### src/rtl/hcsr04_pkg.sv
// Shared HC-SR04 definitions: FSM states and 50 MHz timing defaults,
// used by both this responder and the sensor driver.
package hcsr04_pkg;

    typedef enum logic [2:0] {
        IDLE    = 3'd0,
        TRIG_HI = 3'd1,
        BURST   = 3'd2,
        ECHO    = 3'd3,
        HOLDOFF = 3'd4
    } state_t;

    localparam int DEF_MIN_TRIG_CYCLES   = 500;
    localparam int DEF_ECHO_DELAY_CYCLES = 25000;
    localparam int DEF_CYC_PER_MM        = 292;
    localparam int DEF_MAX_MM            = 4000;
    localparam int DEF_MIN_MM            = 20;
    localparam int DEF_TIMEOUT_CYCLES    = 1900000;
    localparam int DEF_HOLDOFF_CYCLES    = 500000;
    localparam int DEF_CNT_W             = 21;

    localparam int DIST_W = 12;
    localparam int MULT_W = 9;
    localparam int PROD_W = DIST_W + MULT_W;

endpackage

### src/rtl/hcsr04_echo_responder_sync_2ff.sv
// 1-bit two-flop synchronizer with asynchronous active-high reset.
module sync_2ff (
    input  logic clk,
    input  logic rst,
    input  logic d,
    output logic q
);

    logic meta;

    always_ff @(posedge clk or posedge rst) begin
        if (rst) begin
            meta <= 1'b0;
            q    <= 1'b0;
        end else begin
            meta <= d;
            q    <= meta;
        end
    end

endmodule

### src/rtl/hcsr04_echo_responder.sv
// HC-SR04 sensor emulator: answers a trigger pulse with an echo pulse
// whose width encodes dist_mm, then holds off before re-arming.
module hcsr04_echo_responder
    import hcsr04_pkg::*;
#(
    parameter int MIN_TRIG_CYCLES   = DEF_MIN_TRIG_CYCLES,
    parameter int ECHO_DELAY_CYCLES = DEF_ECHO_DELAY_CYCLES,
    parameter int CYC_PER_MM        = DEF_CYC_PER_MM,
    parameter int MAX_MM            = DEF_MAX_MM,
    parameter int MIN_MM            = DEF_MIN_MM,
    parameter int TIMEOUT_CYCLES    = DEF_TIMEOUT_CYCLES,
    parameter int HOLDOFF_CYCLES    = DEF_HOLDOFF_CYCLES,
    parameter int CNT_W             = DEF_CNT_W
) (
    input  logic              clk,
    input  logic              rst,
    input  logic              trig,
    input  logic [DIST_W-1:0] dist_mm,
    input  logic              obj_present,
    output logic              echo,
    output logic              busy,
    output logic              done,
    output logic              short_trig
);

    localparam logic [CNT_W-1:0] TRIG_MIN = CNT_W'(MIN_TRIG_CYCLES);
    localparam logic [CNT_W-1:0] DLY_LAST = CNT_W'(ECHO_DELAY_CYCLES - 1);
    localparam logic [CNT_W-1:0] HLD_LAST = CNT_W'(HOLDOFF_CYCLES - 1);
    localparam logic [CNT_W-1:0] TMO_W    = CNT_W'(TIMEOUT_CYCLES);
    localparam logic [CNT_W-1:0] ONE      = CNT_W'(1);
    localparam logic [DIST_W-1:0] D_MIN   = DIST_W'(MIN_MM);
    localparam logic [DIST_W-1:0] D_MAX   = DIST_W'(MAX_MM);
    localparam logic [MULT_W-1:0] K_MM    = MULT_W'(CYC_PER_MM);

    state_t           state;
    state_t           state_n;
    logic [CNT_W-1:0] cnt;
    logic [CNT_W-1:0] cnt_n;
    logic [CNT_W-1:0] width;
    logic [CNT_W-1:0] width_n;
    logic [CNT_W-1:0] w_calc;
    logic [DIST_W-1:0] dist_eff;
    logic [PROD_W-1:0] prod;
    logic             trig_s;
    logic [1:0]       vld;
    logic             armed;
    logic             armed_n;
    logic             echo_n;
    logic             done_n;
    logic             short_n;

    sync_2ff u_trig_sync (
        .clk (clk),
        .rst (rst),
        .d   (trig),
        .q   (trig_s)
    );

    // trig_s is meaningless until the synchronizer has refilled after reset,
    // so arming waits for vld[1]; a level held through reset is never taken
    // as a fresh rising edge.
    always_ff @(posedge clk or posedge rst) begin
        if (rst) begin
            vld <= 2'b00;
        end else begin
            vld <= {vld[0], 1'b1};
        end
    end

    always_comb begin
        dist_eff = (dist_mm < D_MIN) ? D_MIN : dist_mm;
        prod     = {{MULT_W{1'b0}}, dist_eff} * {{DIST_W{1'b0}}, K_MM};
        if (!obj_present || (dist_mm > D_MAX)) begin
            w_calc = TMO_W;
        end else begin
            w_calc = CNT_W'(prod);
        end
    end

    always_ff @(posedge clk or posedge rst) begin
        if (rst) begin
            state      <= IDLE;
            cnt        <= '0;
            width      <= '0;
            armed      <= 1'b0;
            echo       <= 1'b0;
            done       <= 1'b0;
            short_trig <= 1'b0;
        end else begin
            state      <= state_n;
            cnt        <= cnt_n;
            width      <= width_n;
            armed      <= armed_n;
            echo       <= echo_n;
            done       <= done_n;
            short_trig <= short_n;
        end
    end

    always_comb begin
        state_n = state;
        cnt_n   = cnt;
        width_n = width;
        armed_n = 1'b0;
        echo_n  = 1'b0;
        done_n  = 1'b0;
        short_n = 1'b0;
        unique case (state)
            IDLE: begin
                armed_n = vld[1] & ~trig_s;
                if (armed && trig_s) begin
                    state_n = TRIG_HI;
                    cnt_n   = '0;
                    armed_n = 1'b0;
                end
            end
            TRIG_HI: begin
                if (trig_s) begin
                    if (cnt < TRIG_MIN) begin
                        cnt_n = cnt + ONE;
                    end
                end else if (cnt >= TRIG_MIN) begin
                    width_n = w_calc;
                    cnt_n   = '0;
                    state_n = BURST;
                end else begin
                    short_n = 1'b1;
                    state_n = IDLE;
                end
            end
            BURST: begin
                if (cnt == DLY_LAST) begin
                    echo_n  = 1'b1;
                    cnt_n   = '0;
                    state_n = ECHO;
                end else begin
                    cnt_n = cnt + ONE;
                end
            end
            ECHO: begin
                if (cnt == width - ONE) begin
                    done_n  = 1'b1;
                    cnt_n   = '0;
                    state_n = HOLDOFF;
                end else begin
                    echo_n = 1'b1;
                    cnt_n  = cnt + ONE;
                end
            end
            HOLDOFF: begin
                if (cnt == HLD_LAST) begin
                    cnt_n   = '0;
                    state_n = IDLE;
                end else begin
                    cnt_n = cnt + ONE;
                end
            end
            default: begin
                cnt_n   = '0;
                state_n = IDLE;
            end
        endcase
    end

    assign busy = (state != IDLE);

endmodule

### config.mk
export PLATFORM = sky130hd
export DESIGN_NAME = hcsr04_echo_responder
export DESIGN_NICKNAME = d
export VERILOG_FILES = /design/src/rtl/hcsr04_pkg.sv /design/src/rtl/hcsr04_echo_responder_sync_2ff.sv /design/src/rtl/hcsr04_echo_responder.sv
export SDC_FILE = /design/constraint.sdc
export NUM_CORES = 1
export LEC_CHECK = 0
export CAP_MARGIN = 20
export CORE_UTILIZATION = 30
export DETAILED_ROUTE_END_ITERATION = 12
export GPL_ROUTABILITY_DRIVEN = 1
export PLACE_DENSITY = 0.52
export REMOVE_ABC_BUFFERS = 1
export SYNTH_ARGS = -nofsm -noshare
export SYNTH_HDL_FRONTEND = slang
export SYNTH_SLANG_ARGS = --single-unit
### constraint.sdc
create_clock -name clk -period 3.9 [get_ports clk]
set_input_delay 0.78 -clock clk [delete_from_list [all_inputs] [get_ports clk]]
set_output_delay 0.78 -clock clk [all_outputs]
set_load 0.03 [all_outputs]
==> metrics.yaml, run 1 <==
outcome:
  status: "completed"
synth:
  ys_types: 65
  synth_edf_count: 0
  synth_top_family_by_area: "simple AND/OR/NAND/NOR gates"
  async_flop_share: 1.000
  synthTopCellsByArea: "dfrtp_1 (29%), ha_1 (11%), xnor2_1 (5.0%)"
  syn-cell-area_mm2: 0.004382
  synth_top_cell_area_share: 0.2913
  ys.flop_type: "dfrtp_1"
  yosys.area_share.adder: 0.1342
  synth-seq-area-share: 0.2913
  syn_area_per_cell_um2: 8.410
  synth_warnings: 0
  yosysTopAreaCell: "dfrtp_1"
  ys_ff_latch: 51
  synth_compound_area_frac: 0.1579
  synthCells: 521
  synthXorXnorAreaFrac: 0.08995
  yosysMostFrequentCell: "dfrtp_1"
  synth_common_cells: "dfrtp_1 (51), nor2_1 (49), ha_1 (39)"
  synth-simple-area-share: 0.2653
  synthMuxAreaShare: 0
power_and_ir_drop:
  p_switching_uw: 554.2
  power_frac_seq: 0.361
  p_leak_nw: 2.405
  swShare: 0.3330
  pwr-share-clk: 0.274
  p_int_mw: 1.110
  vdd_ir_drop_max_mv: 0.1595
  powerDensity_mw_per_mm2: 300.7
  power_frac_comb: 0.364
clocking:
  clk_latency_ps: 290
  cts_buffers: 5
  cts.hold.buffers_added: 0
  cts_root_buf: "clkbuf_16"
  cts_buffer_depth: 2
  clock-sinks: 51
  htreeDepth: 2
  clk_pin_slew_worst_paths_ps: 70
  cts_tree: "yes"
sta:
  clock-skew-final_ps: 5.733
  setup_viol: 0
  rsz0062_at_grt: "true"
  slew_violations: 0
  period_needed_ps: 3805
  final_hold_viol_count: 0
  setup_ws_ps: 94.81
  maxSlewHeadroom: 0.5525
  fin_hold_ws_ps: 360.7
  tightest_slew_ps: 664.2
  fmax_mhz: 262.8
  period_share: 0.9757
route:
  viasPerCell: 5.140
  via_count: 3953
  drt_iter0_drc: 202
  wl_mm: 11.53
  dr.pass1.iters: 4
  wl_per_cell_um: 15.00
  drc: 0
  drt.antenna.violating_nets: 0
global_routing:
  grt_max_degree: 29
  grt_pass1_vias: 3989
  antenna_found_initial: 0
  grt_usage: 0.1610
  overflow: 0
  grt_pass1_wl_mm: 19.40
worst_setup_path:
  crit_top_cell: "buf_4"
  max_stage_delay_ps: 480
  cp-start-kind: "primary input"
  cp_cell_sequence: "buf_8, nor3_4, nand4_1, buf_4, and2_4, ha_4, ha_4, inv_1, fa_1, inv_1, ha_4, buf_4, a2111oi_4, buf_4, o31ai_2, o211ai_1, buf_4, xor2_1, o31ai_1"
  crit_slowest_cell: "fa_1"
  arrival_ps: 4000
  path_max_fanout: 5
  cp.depth: 19
  path_buf_inv: 7
  end_kind: "flip-flop"
  cp.required_ps: 4090
  critical_path.top_delay_family: "adder cells"
  setup.worst_path.class: "primary input to flip-flop"
  r2r.worst_path.cells: 9
floorplan:
  start_util: 0.3120
  dieArea_mm2: 0.01509
  fp-row-count: 43
  ios: 20
  dieHeight_um: 122.9
  coreArea_mm2: 0.01404
  die_w_um: 122.9
layout:
  nets: 648
  drive_gt1_frac: 0.2377
  syn_to_final_growth_pct: 26.30
  antenna_cells: 0
placed_design:
  dp_hpwl_mm: 8.620
  pre_cts_slack_ps: -733.0
  io_buffers: 19
  globalplace.congestion: 0.8828
job:
  cap_violations: 0
min_path:
  hold_class: "flip-flop to flip-flop"
  whs_path_depth: 0
state kept, by name, summed over array words and instances, names as in the netlist:
name              flops
armed                 1
cnt                  21
u_trig_sync.meta      1
vld                   2
state                 3
u_trig_sync.q         1
echo                  1
width                19
short_trig            1
done                  1
routing by layer:
layer | global-route usage | vias to the layer above | part of all wire
met3 | 0.01533 | 6 | 0.021
met5 | 0 | - | 0
met4 | 0.04421 | 0 | 0.0054
li1 | - | 1975 | -
met1 | 0.1982 | 1916 | 0.46
met2 | 0.2956 | 56 | 0.52
area by class of cell:
type / instances / area (um^2)
Timing Repair Buffer: 91 / 740.7
Fill cell: 1396 / 8508
Tap cell: 180 / 225.2
Inverter: 35 / 133.9
Sequential cell: 51 / 1276
Clock inverter: 3 / 28.78
Clock buffer: 5 / 125.1
Multi-Input combinational cell: 404 / 3004
layout by cell type (no fill, tap or decap), drive strengths merged, types with 5 or more instances in the layout:
| master | count |
|---|---|
| xnor2 | 25 |
| inv | 36 |
| ha | 39 |
| o211ai | 6 |
| dfrtp | 51 |
| nand2b | 9 |
| nand4 | 16 |
| or4 | 8 |
| nand3 | 16 |
| buf | 82 |
| or3 | 13 |
| nor4 | 7 |
| nand2 | 36 |
| a21oi | 20 |
| and3 | 8 |
| nor3 | 20 |
| nor2 | 59 |
| clkbuf | 5 |
| o21ai | 27 |
| clkdlybuf4s50 | 9 |
| fa | 5 |
| xor2 | 20 |
| o41ai | 5 |
| nor2b | 6 |
worst paths after layout:
| check | from | end | slack, ps |
|---|---|---|---|
| min in group asynchronous | rst | width[7]$_DFFE_PP0P_ | 820 |
| worst max register to register | width[14]$_DFFE_PP0P_ | cnt[18]$_DFFE_PP0P_ | 450 |
| worst min-delay path | u_trig_sync.meta$_DFF_PP0_ | u_trig_sync.q$_DFF_PP0_ | 360 |
| worst max-delay path | dist_mm[9] | width[17]$_DFFE_PP0P_ | 90 |
| max in group asynchronous | rst | cnt[9]$_DFFE_PP0P_ | 2310 |
| worst min register to register | u_trig_sync.meta$_DFF_PP0_ | u_trig_sync.q$_DFF_PP0_ | 360 |
power by group through the flow:
stage          clock (mW)  sequential, mW  combinational [mW]
3_5_place_dp            0           0.611               0.516
6_report            0.457           0.601               0.607
4_1_cts             0.474           0.600               0.559
5_1_grt             0.487           0.607               0.677
3_3_place_gp            0           0.608               0.508
2_1_floorplan           0           0.604               0.325
logic make-up after synthesis:
logic type | after synthesis
AND/OR/NAND/NOR | 216
AO/OA/AOI/OAI | 98
buffers and inverters | 66
flip-flops | 51
XOR/XNOR | 45
adder cells (fa/ha/maj) | 44
other | 1
stage by stage:
stage                     instance area (um^2)  power, mW  cells  setup TNS [ps]    util
final                                     5534      1.664    769               0  0.3941
after global routing                      5534      1.771    769          -123.7  0.3941
after CTS                                 5376      1.634    767               0  0.3829
after detailed placement                  5022      1.127    736           -5525  0.3577
after global placement                    5022      1.116    736           -4760  0.3577
after floorplan                           4248     0.9290    490          -30.35       -
timing repair:
item                                   CTS  global route
gates resized for setup                 61            27
cloned                                   0             0
setup endpoints to repair                9             8
pin swaps                               16            21
endpoints found under the hold margin    0             0
setup buffers                           24             3
Power figures use the tool's default switching activity.
==> inputs of run 2 (changes only) <==
--- a/config.mk
+++ b/config.mk
@@ -5,6 +5,7 @@
 export SDC_FILE = /design/constraint.sdc
 export NUM_CORES = 1
 export LEC_CHECK = 0
+export ABC_AREA = 1
 export CAP_MARGIN = 20
 export CORE_UTILIZATION = 30
 export DETAILED_ROUTE_END_ITERATION = 12
==> run 2 against run 1 <==
Against the previous run: synthesized cell count increased by 32%; combinational power rose by 33%; routed wire length up 1.2%; first-iteration DRC count up 38%; global-route usage decreased by 0.72 points; register-to-register slack improved by 1000 ps; worst hold slack got worse by 10 ps; largest cell class unchanged.
==> metrics.yaml, run 2 <==
placed_design:
  dpl_cell_area_mm2: 0.005509  # +9.7%
  pre_cts_slack_ps: -564.0  # +169.0 ps
  globalplace.congestion: 0.8065  # -8.6%
  dp.cells: 944  # +28%
  dp_hpwl_mm: 9.169  # +6.4%
  io_buffers: 19  # unchanged
clocking:
  clk_pin_slew_worst_paths_ps: 70  # about the same
  clock-sinks: 51  # unchanged
  cts_buffer_depth: 2  # unchanged
  htreeDepth: 2  # unchanged
  cts_buffers: 5  # unchanged
  cts_tree: "yes"
  cts_root_buf: "clkbuf_16"
  clk_latency_ps: 300  # about the same
sta:
  fmax_mhz: 270.4  # +2.9%
  period_needed_ps: 3698  # -106.9 ps
  slew_violations: 0  # unchanged
  tightest_slew_ps: 682.8  # +18.58 ps
  clock-skew-final_ps: 10.52  # +4.784 ps
  final_hold_viol_count: 0  # unchanged
  period_share: 0.9483  # -0.02741
  setup_viol: 0  # unchanged
  setup_ws_ps: 201.7  # +106.9 ps
  maxSlewHeadroom: 0.5448  # -0.007706
power_and_ir_drop:
  vdd_ir_drop_max_mv: 0.1795  # +13%
  p_leak_nw: 2.976  # +24%
  powerDensity_mw_per_mm2: 322.9  # +7.4%
  power.total_mw: 1.927  # +16%
layout:
  final_common_cell: "nand2_1"
  antenna_cells: 0  # unchanged
  syn_to_final_growth_pct: 22.24
  postLayoutCoreUtil: 0.3758  # -0.01831
  reg.largest.list: "cnt (21), width (19), state (3)"
  nets: 801  # +24%
  final_cell_area_mm2: 0.005969  # +7.9%
  mostFrequentLayoutCells: "nand2_1 (155), inv_1 (94), nor2_1 (73)"
  layoutNonFillerInstCount: 958  # +25%
  regMostFlops: "cnt"
  drive_gt1_frac: 0.2291  # -0.008580
  largest_reg_flops: 21  # unchanged
  fillers: 1708  # +22%
synth:
  syn_area_per_cell_um2: 7.088  # -16%
  async_flop_share: 1.000  # unchanged
  synth_edf_count: 0  # unchanged
  yosysTopAreaCell: "dfrtp_1"
  synth_common_cells: "nand2_1 (159), inv_1 (104), nor2_1 (77)"
  syn-cell-area_mm2: 0.004883  # +11%
  ys_ff_latch: 51  # unchanged
  yosysMostFrequentCell: "nand2_1"
  ys.flop_type: "dfrtp_1"
  ys_types: 45  # -31%
  synth-seq-area-share: 0.2613  # -0.02992
  synth_top_cell_area_share: 0.2613  # -0.02992
  synthCells: 689  # +32%
  synth_warnings: 0  # unchanged
  synthTopCellsByArea: "dfrtp_1 (26%), nand2_1 (12%), ha_1 (10%)"
min_path:
  hold_start: "u_trig_sync.meta$_DFF_PP0_"
  hold_class: "flip-flop to flip-flop"
  worstHoldEndpoint: "u_trig_sync.q$_DFF_PP0_"
  whs_path_depth: 0  # unchanged
job:
  cap_violations: 0  # unchanged
global_routing:
  grt_max_degree: 52  # +79%
  grt_usage: 0.1539  # -0.007166
  overflow: 0  # unchanged
  grt_pass1_vias: 4338  # +8.7%
  grt_pass1_wl_mm: 20.47  # +5.6%
  antenna_found_initial: 0  # unchanged
floorplan:
  die_w_um: 129.6  # +5.5%
  ios: 20  # unchanged
  coreArea_mm2: 0.01589  # +13%
  fp-row-count: 46  # +7.0%
  dieArea_mm2: 0.01679  # +11%
  start_util: 0.3074  # -0.004618
  dieHeight_um: 129.6  # +5.5%
worst_setup_path:
  crit_slowest_cell: "ha_1"
  critical_path.top_delay_family: "adder cells"
  arrival_ps: 3920  # -80 ps
  path_max_fanout: 4  # -1
  rr_startpoint: "width[2]$_DFFE_PP0P_"
  max_stage_delay_ps: 330  # -150 ps
  cp_cell_sequence: "dlygate4sd2_1, nor2_2, nand4_1, a21oi_2, buf_6, buf_6, nor2_4, buf_4, ha_2, ha_2, ha_1, ha_1, a21oi_2, inv_1, nand4_1, nand3_2, nand2_1, inv_1, nor2_1, nor2_1, a21oi_1"
  setup.worst_path.class: "primary input to flip-flop"
  r2r-end: "cnt[0]$_DFFE_PP0P_"
  r2r.worst_path.cells: 17  # +8
  cp.required_ps: 4120  # +30 ps
  path_buf_inv: 6  # -1
  r2r_slack_ps: 1450  # +1000 ps
  cp-start-kind: "primary input"
  end_kind: "flip-flop"
route:
  drt_iter0_drc: 278  # +38%
  via_count: 4276  # +8.2%
  viasPerCell: 4.463  # -13%
  wl_per_cell_um: 12.18  # -19%
  drt.antenna.violating_nets: 0  # unchanged
  wl_mm: 11.67  # +1.2%
  dr.pass1.iters: 4  # unchanged
  drc: 0  # unchanged
outcome:
  status: "completed"
[run 2: changes by cell type after synthesis, moves of 16 or more]
| cell | previous run | this run |
|---|---|---|
| clkbuf_1 | 25 | 9 |
| inv_1 | 35 | 104 |
| xnor2_1 | 25 | 5 |
| nand3_2 | 0 | 16 |
| nand2_1 | 36 | 159 |
| nor2_1 | 49 | 77 |
| nand3_1 | 16 | 37 |
[run 2: how the worst max path moves through the flow]
stage | to | slack, ps | cells after the start | start
2_1_floorplan | width[19]$_DFFE_PP0P_ | 4 | 20 | dist_mm[2]
3_3_place_gp | width[19]$_DFFE_PP0P_ | -550 | 23 | dist_mm[9]
3_5_place_dp | width[19]$_DFFE_PP0P_ | -560 | 23 | dist_mm[9]
4_1_cts | width[19]$_DFFE_PP0P_ | 8 | 21 | dist_mm[10]
5_1_grt | width[19]$_DFFE_PP0P_ | -10 | 23 | dist_mm[7]
6_report | width[18]$_DFFE_PP0P_ | 200 | 21 | dist_mm[6]
[run 2: cell families after synthesis]
group | after synthesis | share of synthesized area
other cells | 1 | 0.0007679
compound gates | 63 | 0.07840
simple gates | 369 | 0.3751
flops | 51 | 0.2613
fa+ha+maj | 44 | 0.1204
buf+inv | 135 | 0.1173
xor+xnor | 26 | 0.04663
[run 2: report_power, final]
group	switching [mW]	total, mW	internal (mW)
clock network	0.206	0.525	0.320
logic	0.467	0.805	0.337
registers	0.0346	0.597	0.563
[run 2: per-layer routing]
metal  share of wire  track usage  routed length (um)  vias up
met3           0.019      0.01775                 221        9
met2            0.48       0.2730                5584       44
met1            0.49       0.1960                5706     1915
met4           0.014      0.04241                 160        0
met5               0            0                   0        -
li1                -            -                   -     2308
[run 2: what timing repair did]
item / 4_1_cts / 5_1_grt
hold buffers: 0 / 0
pin swaps: 9 / 27
gates resized for setup: 26 / 45
cloned: 0 / 0
buffers inserted: 4 / 2
setup endpoints to repair: 10 / 10
[run 2: layout make-up]
type	count	area, um^2	area share
multi-input combinational	503	3257	0.5456
clock buffer	6	138.9	0.02327
tap	216	270.3	0.04527
clock inverter	2	35.03	0.005869
inverter	114	430.4	0.07210
timing repair buffer	66	561.8	0.09411
sequential	51	1276	0.2138
[run 2: through the flow]
step	hold WS [ps]	TNS [ps]
after floorplan	331.2	0
after global placement	334.5	-4653
after detailed placement	337.8	-4575
after CTS	349.5	0
after global routing	357.4	-16.91
final	350.7	0
==> inputs of run 3 (changes only) <==
--- a/config.mk
+++ b/config.mk
@@ -10,6 +10,7 @@
 export CORE_UTILIZATION = 30
 export DETAILED_ROUTE_END_ITERATION = 12
 export GPL_ROUTABILITY_DRIVEN = 1
+export GPL_TIMING_DRIVEN = 0
 export PLACE_DENSITY = 0.52
 export REMOVE_ABC_BUFFERS = 1
 export SYNTH_ARGS = -nofsm -noshare
==> run 3 against run 2 <==
Against the previous run: first-iteration DRC count is 42% lower; worst hold slack hardly changed; largest cell class unchanged; sequential power hardly changed; largest power group unchanged; non-clock buffer count is 34 lower; final area is 6.2% lower; critical endpoint is now width[14]$_DFFE_PP0P_; count of clock-buffer cells in the layout stayed put; combinational power is 19% lower; die area stayed put; setup slack worse by 23 ps; total power is 7.6% lower; via count is 3.1% lower; critical path depth is 6 lower.
==> metrics.yaml, run 3 (synthesized netlist as in run 2, its figures left out) <==
layout:
  postLayoutCoreUtil: 0.3524  # -0.02339
  drive_gt1_frac: 0.1808  # -0.04832
  final_cell_area_mm2: 0.005598  # -6.2%
  final_common_cell: "nand2_1"
  reg.largest.list: "cnt (21), width (19), state (3)"
  antenna_cells: 0  # unchanged
  nets: 767  # -4.2%
  syn_to_final_growth_pct: 14.63
  mostFrequentLayoutCells: "nand2_1 (157), inv_1 (99), nor2_1 (74)"
  largest_reg_flops: 21  # unchanged
  regMostFlops: "cnt"
global_routing:
  grt_pass1_vias: 4079  # -6.0%
  grt_max_degree: 33  # -37%
  grt_usage: 0.1504  # -0.003487
  antenna_found_initial: 0  # unchanged
  grt_pass1_wl_mm: 19.89  # -2.8%
  overflow: 0  # unchanged
min_path:
  hold_class: "flip-flop to flip-flop"
  whs_path_depth: 0  # unchanged
  hold_start: "u_trig_sync.meta$_DFF_PP0_"
  worstHoldEndpoint: "u_trig_sync.q$_DFF_PP0_"
route:
  dr.pass1.iters: 4  # unchanged
  drt_iter0_drc: 162  # -42%
  via_count: 4144  # -3.1%
  wl_per_cell_um: 12.55  # +3.0%
  viasPerCell: 4.485  # +0.48%
  wl_mm: 11.60  # -0.63%
  drc: 0  # unchanged
  drt.antenna.violating_nets: 0  # unchanged
clocking:
  cts_root_buf: "clkbuf_16"
  clk_latency_ps: 300  # about the same
  cts_buffer_depth: 2  # unchanged
  cts_tree: "yes"
  cts_buffers: 5  # unchanged
  clk_pin_slew_worst_paths_ps: 70  # about the same
  clock-sinks: 51  # unchanged
  htreeDepth: 2  # unchanged
worst_setup_path:
  cp.required_ps: 4100  # -20 ps
  setup.worst_path.class: "primary input to flip-flop"
  r2r-end: "width[13]$_DFFE_PP0P_"
  r2r_slack_ps: 1070  # -380 ps
  r2r.worst_path.cells: 9  # -8
  path_max_fanout: 4  # unchanged
  end_kind: "flip-flop"
  rr_startpoint: "cnt[7]$_DFFE_PP0P_"
  arrival_ps: 3920  # about the same
  cp-start-kind: "primary input"
sta:
  maxSlewHeadroom: 0.6137  # +0.06891
  slew_violations: 0  # unchanged
  tightest_slew_ps: 577.8  # -105.0 ps
  period_needed_ps: 3721  # +23.07 ps
  final_hold_viol_count: 0  # unchanged
  period_share: 0.9542  # +0.005916
  clock-skew-final_ps: 4.211  # -6.306 ps
  fmax_mhz: 268.7  # -0.62%
  setup_viol: 0  # unchanged
floorplan:
  die_w_um: 129.6  # unchanged
  dieArea_mm2: 0.01679  # unchanged
  start_util: 0.3074  # unchanged
  ios: 20  # unchanged
  fp-row-count: 46  # unchanged
  coreArea_mm2: 0.01589  # unchanged
  dieHeight_um: 129.6  # unchanged
power_and_ir_drop:
  p_leak_nw: 2.772  # -6.9%
  powerDensity_mw_per_mm2: 318.2  # -1.5%
  vdd_ir_drop_max_mv: 0.1633  # -9.0%
placed_design:
  globalplace.congestion: 0.8173  # +1.3%
  io_buffers: 19  # unchanged
  dpl_cell_area_mm2: 0.005221  # -5.2%
  dp_hpwl_mm: 9.109  # -0.65%
job:
  cap_violations: 0  # unchanged
outcome:
  status: "completed"
==> run 3: timing repair <==
item / CTS / global route
hold buffers: 0 / 0
gates resized for setup: 26 / 35
setup endpoints to repair: 11 / 10
buffers inserted: 8 / 4
pin swaps: 7 / 15
==> run 3: worst max-delay path by stage <==
stage	start	end	slack (ps)	depth (start not counted)
2_1_floorplan	dist_mm[2]	width[19]$_DFFE_PP0P_	4	20
3_3_place_gp	dist_mm[9]	width[19]$_DFFE_PP0P_	-900	22
3_5_place_dp	dist_mm[9]	width[19]$_DFFE_PP0P_	-900	22
4_1_cts	dist_mm[3]	width[19]$_DFFE_PP0P_	0.7	21
5_1_grt	dist_mm[2]	width[19]$_DFFE_PP0P_	-10	20
6_report	dist_mm[2]	width[14]$_DFFE_PP0P_	180	15
==> run 3: critical path, stage by stage <==
cell           delay, ps
dlygate4sd2_1        260
or2_4                250
a21oi_4              220
or2_4                180
ha_1                 220
ha_1                 270
inv_1                 50
fa_1                 490
inv_1                 60
ha_4                 290
nand2_1               70
o21ai_1              240
a31oi_2               80
or2_2                290
a32oi_1              190
==> run 3: power breakdown <==
group	internal, mW	switching (mW)
logic	0.237	0.419
clock network	0.320	0.208
registers	0.563	0.0354
total	1.12	0.662
==> run 3: per-stage QoR <==
step | hold WS, ps | total power [mW] | setup slack, ps | setup TNS, ps | instances
final | 350.7 | 1.781 | 178.6 | 0 | 924
after detailed placement | 336.2 | 1.203 | -904.5 | -7740 | 904
after global placement | 333.9 | 1.200 | -902.7 | -7706 | 903
after floorplan | 331.2 | 1.047 | 3.635 | 0 | 668
after CTS | 352.4 | 1.766 | 0.7434 | 0 | 920
after global routing | 354.3 | 1.903 | -9.798 | -9.798 | 924
==> run 3: cell type report <==
cell class                 instances  area (um^2)
clock buffer                       6        138.9
clock inverter                     2        35.03
fill                            1757        10290
inverter                         114        430.4
multi-input combinational        503         3171
sequential                        51         1276
tap                              216        270.3
timing repair buffer              32        276.5
==> run 3: layer usage <==
metal | vias up | global-route usage | share of wire | wire [um]
li1 | 2222 | - | - | -
met1 | 1868 | 0.1982 | 0.50 | 5779
met2 | 45 | 0.2573 | 0.47 | 5421
met3 | 9 | 0.02023 | 0.022 | 259
met4 | 0 | 0.03967 | 0.012 | 136
met5 | - | 0 | 0 | 0
